==> config.mk <==
export PLATFORM = sky130hd
export DESIGN_NAME = counter
export DESIGN_NICKNAME = d
export VERILOG_FILES = /design/src/rtl/counter.sv
export SDC_FILE = /design/constraint.sdc
export NUM_CORES = 1
export LEC_CHECK = 0
export ABC_CLOCK_PERIOD_IN_PS = 3800
export BUFFER_PORTS_ARGS = -buffer_cell sky130_fd_sc_hd__buf_2
export CAP_MARGIN = 25
export CORE_AREA = 2 2 39 41
export CTS_CLUSTER_DIAMETER = 150
export DETAILED_ROUTE_END_ITERATION = 7
export DIE_AREA = 0 0 41 43
export SLEW_MARGIN = 10
export SYNTH_ARGS = -nofsm -noshare
export SYNTH_HDL_FRONTEND = slang
export SYNTH_SLANG_ARGS = --single-unit
export TNS_END_PERCENT = 30
==> constraint.sdc <==
create_clock -name clk -period 3.8 [get_ports clk]
set_clock_uncertainty 0.1 [all_clocks]
set_input_delay 1.14 -clock clk [delete_from_list [all_inputs] [get_ports clk]]
set_output_delay 1.14 -clock clk [all_outputs]
set_load 0.02 [all_outputs]
==> src/rtl/counter.sv <==
// Free-running synchronous up-counter with a programmable step, terminal count
// and reload value; the count flop drives the output directly.
module counter #(
  parameter int unsigned     WIDTH       = 8,
  parameter longint unsigned STEP        = 1,
  parameter longint unsigned RESET_VALUE = 0,
  parameter longint unsigned MAX_VALUE   = (64'd1 << WIDTH) - 64'd1
) (
  output logic [WIDTH-1:0] value,
  input  logic             clk,
  input  logic             reset
);

  // Parameters are folded to the counter width once so every compare and add
  // below is WIDTH bits; an unreachable MAX_VALUE leaves plain modulo wrap.
  localparam logic [WIDTH-1:0] STEP_W  = STEP[WIDTH-1:0];
  localparam logic [WIDTH-1:0] RESET_W = RESET_VALUE[WIDTH-1:0];
  localparam logic [WIDTH-1:0] MAX_W   = MAX_VALUE[WIDTH-1:0];

  logic [WIDTH-1:0] count_q;
  logic [WIDTH-1:0] count_d;

  always_comb begin
    count_d = count_q + STEP_W;
    if (count_q == MAX_W) begin
      count_d = RESET_W;
    end
  end

  always_ff @(posedge clk) begin
    if (reset) begin
      count_q <= RESET_W;
    end else begin
      count_q <= count_d;
    end
  end

  assign value = count_q;

endmodule

After elaboration in Yosys (flattened, before gate mapping)
Index checks and enable logic that the tools add are counted.

cells by class
  add/subtract/negate cells = 1
  equal/unequal tests = 1
  reductions and logical operators = 1

operators by type and width
  kind                 number
  $add 8x1->8 const B  1
  $eq 8x8->1 const B   1
  $reduce_or 2->1      1

storage, ports and cells
  flip-flop bits (word level) = 8
  input bits = 2
  output and inout port bits = 8
  word-level logic and storage cells = 4

Depth between registers and ports, before layout
Gate-level depths: netlist of the first run.

  depth after elaboration = 2
  mapped depth = 4
  mapped depth without buffers = 4

Worst setup path before layout of the first run
OpenSTA, ideal clock, no wires.

  path kind = reg-to-output
  start = register count_q[2] (netlist: value[2])
  end = output port value[2]
  arrival = 494 ps
  data required time = 2560 ps
  setup slack = 2066 ps
  stages on the path, launching flop included = 1
  buffers on the path = 0
  cell sequence = dfxtp_1

RTL lines
  element                 RTL line  source
  start, declared         20        logic [WIDTH-1:0] count_q;
  start signal, assigned  34        count_q <= count_d;
  end, declared           9         output logic [WIDTH-1:0] value,

No word-level cell between the ends.

Worst setup path in the final report of the first run
  start = register count_q[2] (netlist: value[2])
  end = output port value[2]

No word-level cell between the ends.

==> out/results.ini, run 1 <==
[status]
outcome=finished clean

[setup_path]
required_ns=2.56
startpoint=value[2]
worstSetupEndpointType=output port
worst-setup-path-type=reg -> out
critPathBufInv=1
cp_max_fo=6
worstReg2RegStart=value[0]
crit_slowest_cell=dfxtp_1
cp-start-kind=register
cp_top_family=flip-flops
critPathMaxStageDelay_ns=0.43
cp.arrival_ns=0.89
crit_path_cell_trace=buf_2

[clock_network]
clk_latency_ns=0.26
cts_root_buffer=clkbuf_4
clkTransAtPathRegs_ns=0.05
post-cts-setup-buffer-count=0
cts_buffers=3
htreeDepth=1
cts_tree=yes
clock-sinks=8
clock_path_buffers=2
hold_buffers=0
post_cts_resized=0

[synthesis]
synthTopCellsByArea=dfxtp_1, a21oi_1, nand3_1
synthesis.area_um2=342
synth.top_cell.area_share=0.469
muxShareOfSynthArea=0
synth_seq_area_share=0.469
yosys.area_share.simple=0.249
syn-num-nets=42
avgSynthCellArea_um2=8.76
synth_warnings=0
synth.largest_area_cell=dfxtp_1
ys_types=20
synth_top_family_by_area=simple AND/OR/NAND/NOR gates
synth_compound_area_frac=0.172
ys_ff_latch=8
synth_xor_area_frac=0.0513
synthAdderAreaFrac=0.0366
syn_inst=39

[power_and_ir_drop]
power_frac_clock=0.374
peakVddDrop_v=0.000181
power_leakage_nw=0.167
seq_power_share=0.524
swShare=0.263
comb_power_share=0.102
power.density_mw_per_mm2=416
total_power_w=0.000178
p_int_w=0.000131
power_switching_w=0.0000469

[worst_hold_path]
hold_start=value[7]
hp-class=reg -> reg

[sta]
slew_viol_final=0
relSlewSlack=0.819
tightest_slew_ns=0.271
hold_viol_final=0
period_needed_ns=2.13
rsz0062_at_grt=false
period_share=0.560
tns_ns=0
finalSetupViolCount=0
fmax_ghz=0.470

[detailed_routing]
avgViaCountPerCell=4.70
detail-route-antenna-nets=0
wl_per_cell_um=9.87
firstDrtPassIters=2
via_count=315
finalWirelength_um=661
drtIter0Drc=3
drc=0

[global_routing]
first_global_vias=251
overflow=0
grt_antenna_before_repair=0
grt_usage=0.0937
grt_max_degree=8
grt_pass1_wl_um=1060

[die]
die_w_um=41
row_count=14
ios=10
die_h_um=43
die_area_mm2=0.00176
start_util=0.247
coreArea_mm2=0.00138

[place]
io_buffer_count=9
place_area_um2=407
gp_congestion=0.764
place_hpwl_um=490

[cells_and_area]
num-fill-cells=157
layout_common_cells=buf_2, dfxtp_1, nor2_1, a21oi_1
largest_register_ffs=8
final_util=0.310
final_nets=56
postLayoutCellArea_um2=429
synthToLayoutAreaGrowth_pct=25.6
final_common_cell=buf_2
insertedDiodeCount=0
drive_gt1_frac=0.255

[run]
maxCapViolCount=0

-- area by class of cell --
cell class                      instances  area (um^2)  share of cell area
Tap cell                               16         20.0              0.0466
Clock buffer                            3         22.5              0.0525
Sequential cell                         8          160               0.373
Timing Repair Buffer                    9         45.0               0.105
Inverter                                2         7.51              0.0175
Multi-Input combinational cell         29          174               0.405
-- kinds of logic after synthesis --
kind of cell	count (synthesis)
AO/OA/AOI/OAI	10
adder cells (fa/ha/maj)	1
flip-flops	8
AND/OR/NAND/NOR	16
XOR/XNOR	2
buffers and inverters	2
-- Yosys cell counts (all sizes together) --
cell type	instances
a31oi	1
nand2b	1
xnor2	1
nand4b	1
or4	1
o21bai	1
inv	2
o21ai	2
nand4	1
a21oi	4
o31ai	1
nor2	4
dfxtp	8
nand2	3
or3	2
xor2	1
o211ai	1
ha	1
nand3	3
-- through the flow --
stage / instances / hold slack, ns / worst slack [ns]
6_report: 67 / 0.399 / 1.67
2_1_floorplan: 39 / 0.449 / 2.07
3_3_place_gp: 64 / 0.381 / 1.95
3_5_place_dp: 64 / 0.391 / 1.94
4_1_cts: 67 / 0.400 / 1.66
5_1_grt: 67 / 0.437 / 1.61
-- layer usage --
| layer | GRT usage | vias up | share of wire |
|---|---|---|---|
| met5 | 0 | - | 0 |
| met4 | 0.0600 | 0 | 0.021 |
| met3 | 0.0628 | 2 | 0.073 |
| met2 | 0.103 | 8 | 0.44 |
| met1 | 0.127 | 139 | 0.47 |
| li1 | - | 166 | - |
-- power by group through the flow --
stage / clock, W / sequential, W / combinational [W]
3_3_place_gp: 0 / 0.0000952 / 0.0000184
5_1_grt: 0.0000745 / 0.0000942 / 0.0000203
3_5_place_dp: 0 / 0.0000954 / 0.0000183
4_1_cts: 0.0000683 / 0.0000935 / 0.0000185
6_report: 0.0000667 / 0.0000935 / 0.0000182
2_1_floorplan: 0 / 0.0000991 / 0.00000782
-- worst paths after layout --
| path | end | slack, ns | cells past startpoint |
|---|---|---|---|
| setup / recovery | value[2] | 1.67 | 1 |
| hold / removal | value[7] | 0.40 | 2 |
| setup reg to reg | value[6] | 2.26 | 4 |
| hold reg to reg | value[7] | 0.40 | 2 |
(Power assumes the default switching activity.)
==> inputs of run 2 (changes only) <==
- ABC_CLOCK_PERIOD_IN_PS: 3800 -> 2029
- clock period: 3.8 -> 2.03 ns (I/O delays scaled with it)
==> run 2 against run 1 <==
Against the previous run:
- sequential power grew 87%
- worst hold slack gained 0.0078 ns
- highest routed layer unchanged
- power grew 87%
- critical path type unchanged
- largest power group unchanged
- final cell count is the same
==> out/results.ini, run 2 (same netlist as run 1, synthesis figures left out) <==
[status]
outcome=finished clean  ; unchanged

[cells_and_area]
synthToLayoutAreaGrowth_pct=25.6  ; unchanged
postLayoutCellArea_um2=429  ; unchanged
final_nets=56  ; unchanged
drive_gt1_frac=0.255  ; unchanged
layout_common_cells=buf_2, dfxtp_1, nor2_1, a21oi_1  ; unchanged
fin_cells=67  ; unchanged
final_common_cell=buf_2  ; unchanged
largest_register_ffs=8  ; unchanged
seqCellArea_um2=160  ; unchanged
num-fill-cells=157  ; unchanged
insertedDiodeCount=0  ; unchanged
multiInputGateArea_um2=174  ; unchanged

[setup_path]
cp_top_family=flip-flops  ; unchanged
worst-setup-path-type=reg -> out  ; unchanged
cp_max_fo=7  ; was 6
worstSetupEndpointType=output port  ; unchanged
required_ns=1.32  ; was 2.56 ns
endpoint=value[0]  ; was value[2]
cp_num_cells=1  ; unchanged
worstRegToRegCells=4  ; unchanged
startpoint=value[0]  ; was value[2]
crit_slowest_cell=dfxtp_1  ; unchanged
r2r_end=value[6]  ; unchanged
critPathBufInv=1  ; unchanged
worstReg2RegStart=value[0]  ; unchanged
cp-start-kind=register  ; unchanged
crit_path_cell_trace=buf_2  ; unchanged
cp.arrival_ns=0.90  ; was 0.89 ns
critPathMaxStageDelay_ns=0.43  ; about the same
r2r_slack_ns=0.48  ; was 2.26 ns

[sta]
period_needed_ns=1.60
rsz0062_at_grt=false  ; unchanged
tightest_slew_ns=0.242  ; was 0.271 ns
hold_viol_final=0  ; unchanged
fmax_ghz=0.623
period_share=0.790
timing.hold.ws_ns=0.407  ; was 0.399 ns
relSlewSlack=0.838  ; was 0.819
tns_ns=0  ; unchanged
slew_viol_final=0  ; unchanged
finalSetupViolCount=0  ; unchanged

[die]
die_area_mm2=0.00176  ; unchanged
coreArea_mm2=0.00138  ; unchanged
row_count=14  ; unchanged
die_w_um=41  ; unchanged
ios=10  ; unchanged
die_h_um=43  ; unchanged
start_util=0.247  ; unchanged

[place]
gp_congestion=0.689  ; was 0.764
place_hpwl_um=577  ; was 490 um
dp.cells=64  ; unchanged
io_buffer_count=9  ; unchanged
place_area_um2=407  ; unchanged

[detailed_routing]
drc=0  ; unchanged
wl_per_cell_um=11.2  ; was 9.87 um
detail-route-antenna-nets=0  ; unchanged
finalWirelength_um=748  ; was 661 um
drtIter0Drc=4  ; was 3
avgViaCountPerCell=4.96  ; was 4.70
via_count=332  ; was 315
firstDrtPassIters=4  ; was 2

[global_routing]
grt_pass1_wl_um=1260  ; was 1060 um
grt_usage=0.109  ; was 0.0937
grt_max_degree=8  ; unchanged
first_global_vias=324  ; was 251
overflow=0  ; unchanged
grt_antenna_before_repair=0  ; unchanged

[clock_network]
clkTransAtPathRegs_ns=0.05  ; about the same
post_cts_resized=0  ; unchanged
cts_tree=yes  ; unchanged
cts_buffers=3  ; unchanged
htreeDepth=1  ; unchanged
cts_root_buffer=clkbuf_4  ; unchanged
clock_path_buffers=2  ; unchanged
hold_buffers=0  ; unchanged
clk_latency_ns=0.25  ; was 0.26 ns
post-cts-setup-buffer-count=0  ; unchanged
clock-sinks=8  ; unchanged

[power_and_ir_drop]
power_leakage_nw=0.167  ; unchanged
peakVddDrop_v=0.000250  ; was 0.000181 V
total_power_w=0.000333  ; was 0.000178 W
power.density_mw_per_mm2=776  ; was 416 mW/mm^2

[worst_hold_path]
holdPathStages=1  ; was 2
hp-class=reg -> reg  ; unchanged

[run]
maxCapViolCount=0  ; unchanged

run 2: area by class of cell:
type                    count  share of cell area
clock buffers               3              0.0525
inverters                   2              0.0175
multi-input cells          29               0.405
flip-flops and latches      8               0.373
well taps                  16              0.0466
repair buffers              9               0.105
run 2: worst min path at each step:
stage | startpoint | to
CTS | value[0] | value[0]
detailed placement | value[0] | value[0]
floorplan | value[0] | value[0]
global route | value[7] | value[7]
finish | value[0] | value[0]
global placement | value[0] | value[0]
run 2: where the power goes:
| group | leakage, nW | total (W) | switching [W] | internal [W] |
|---|---|---|---|---|
| Combinational | 0.0880 | 0.0000347 | 0.0000207 | 0.0000139 |
| Sequential | 0.0652 | 0.000175 | 0.0000109 | 0.000164 |
| Clock | 0.0138 | 0.000123 | 0.0000554 | 0.0000678 |
run 2: per-stage QoR:
stage | setup WS (ns) | utilization
finish | 0.425 | 0.310
global route | 0.342 | 0.310
CTS | 0.414 | 0.310
detailed placement | 0.480 | 0.294
global placement | 0.540 | 0.294
floorplan | 0.460 | -
run 2: metal layers:
metal	track usage	wire, um	up-vias
met5	0	0	-
met4	0.120	15	0
met3	0.0157	14	2
met2	0.153	383	7
met1	0.125	334	157
li1	-	-	166
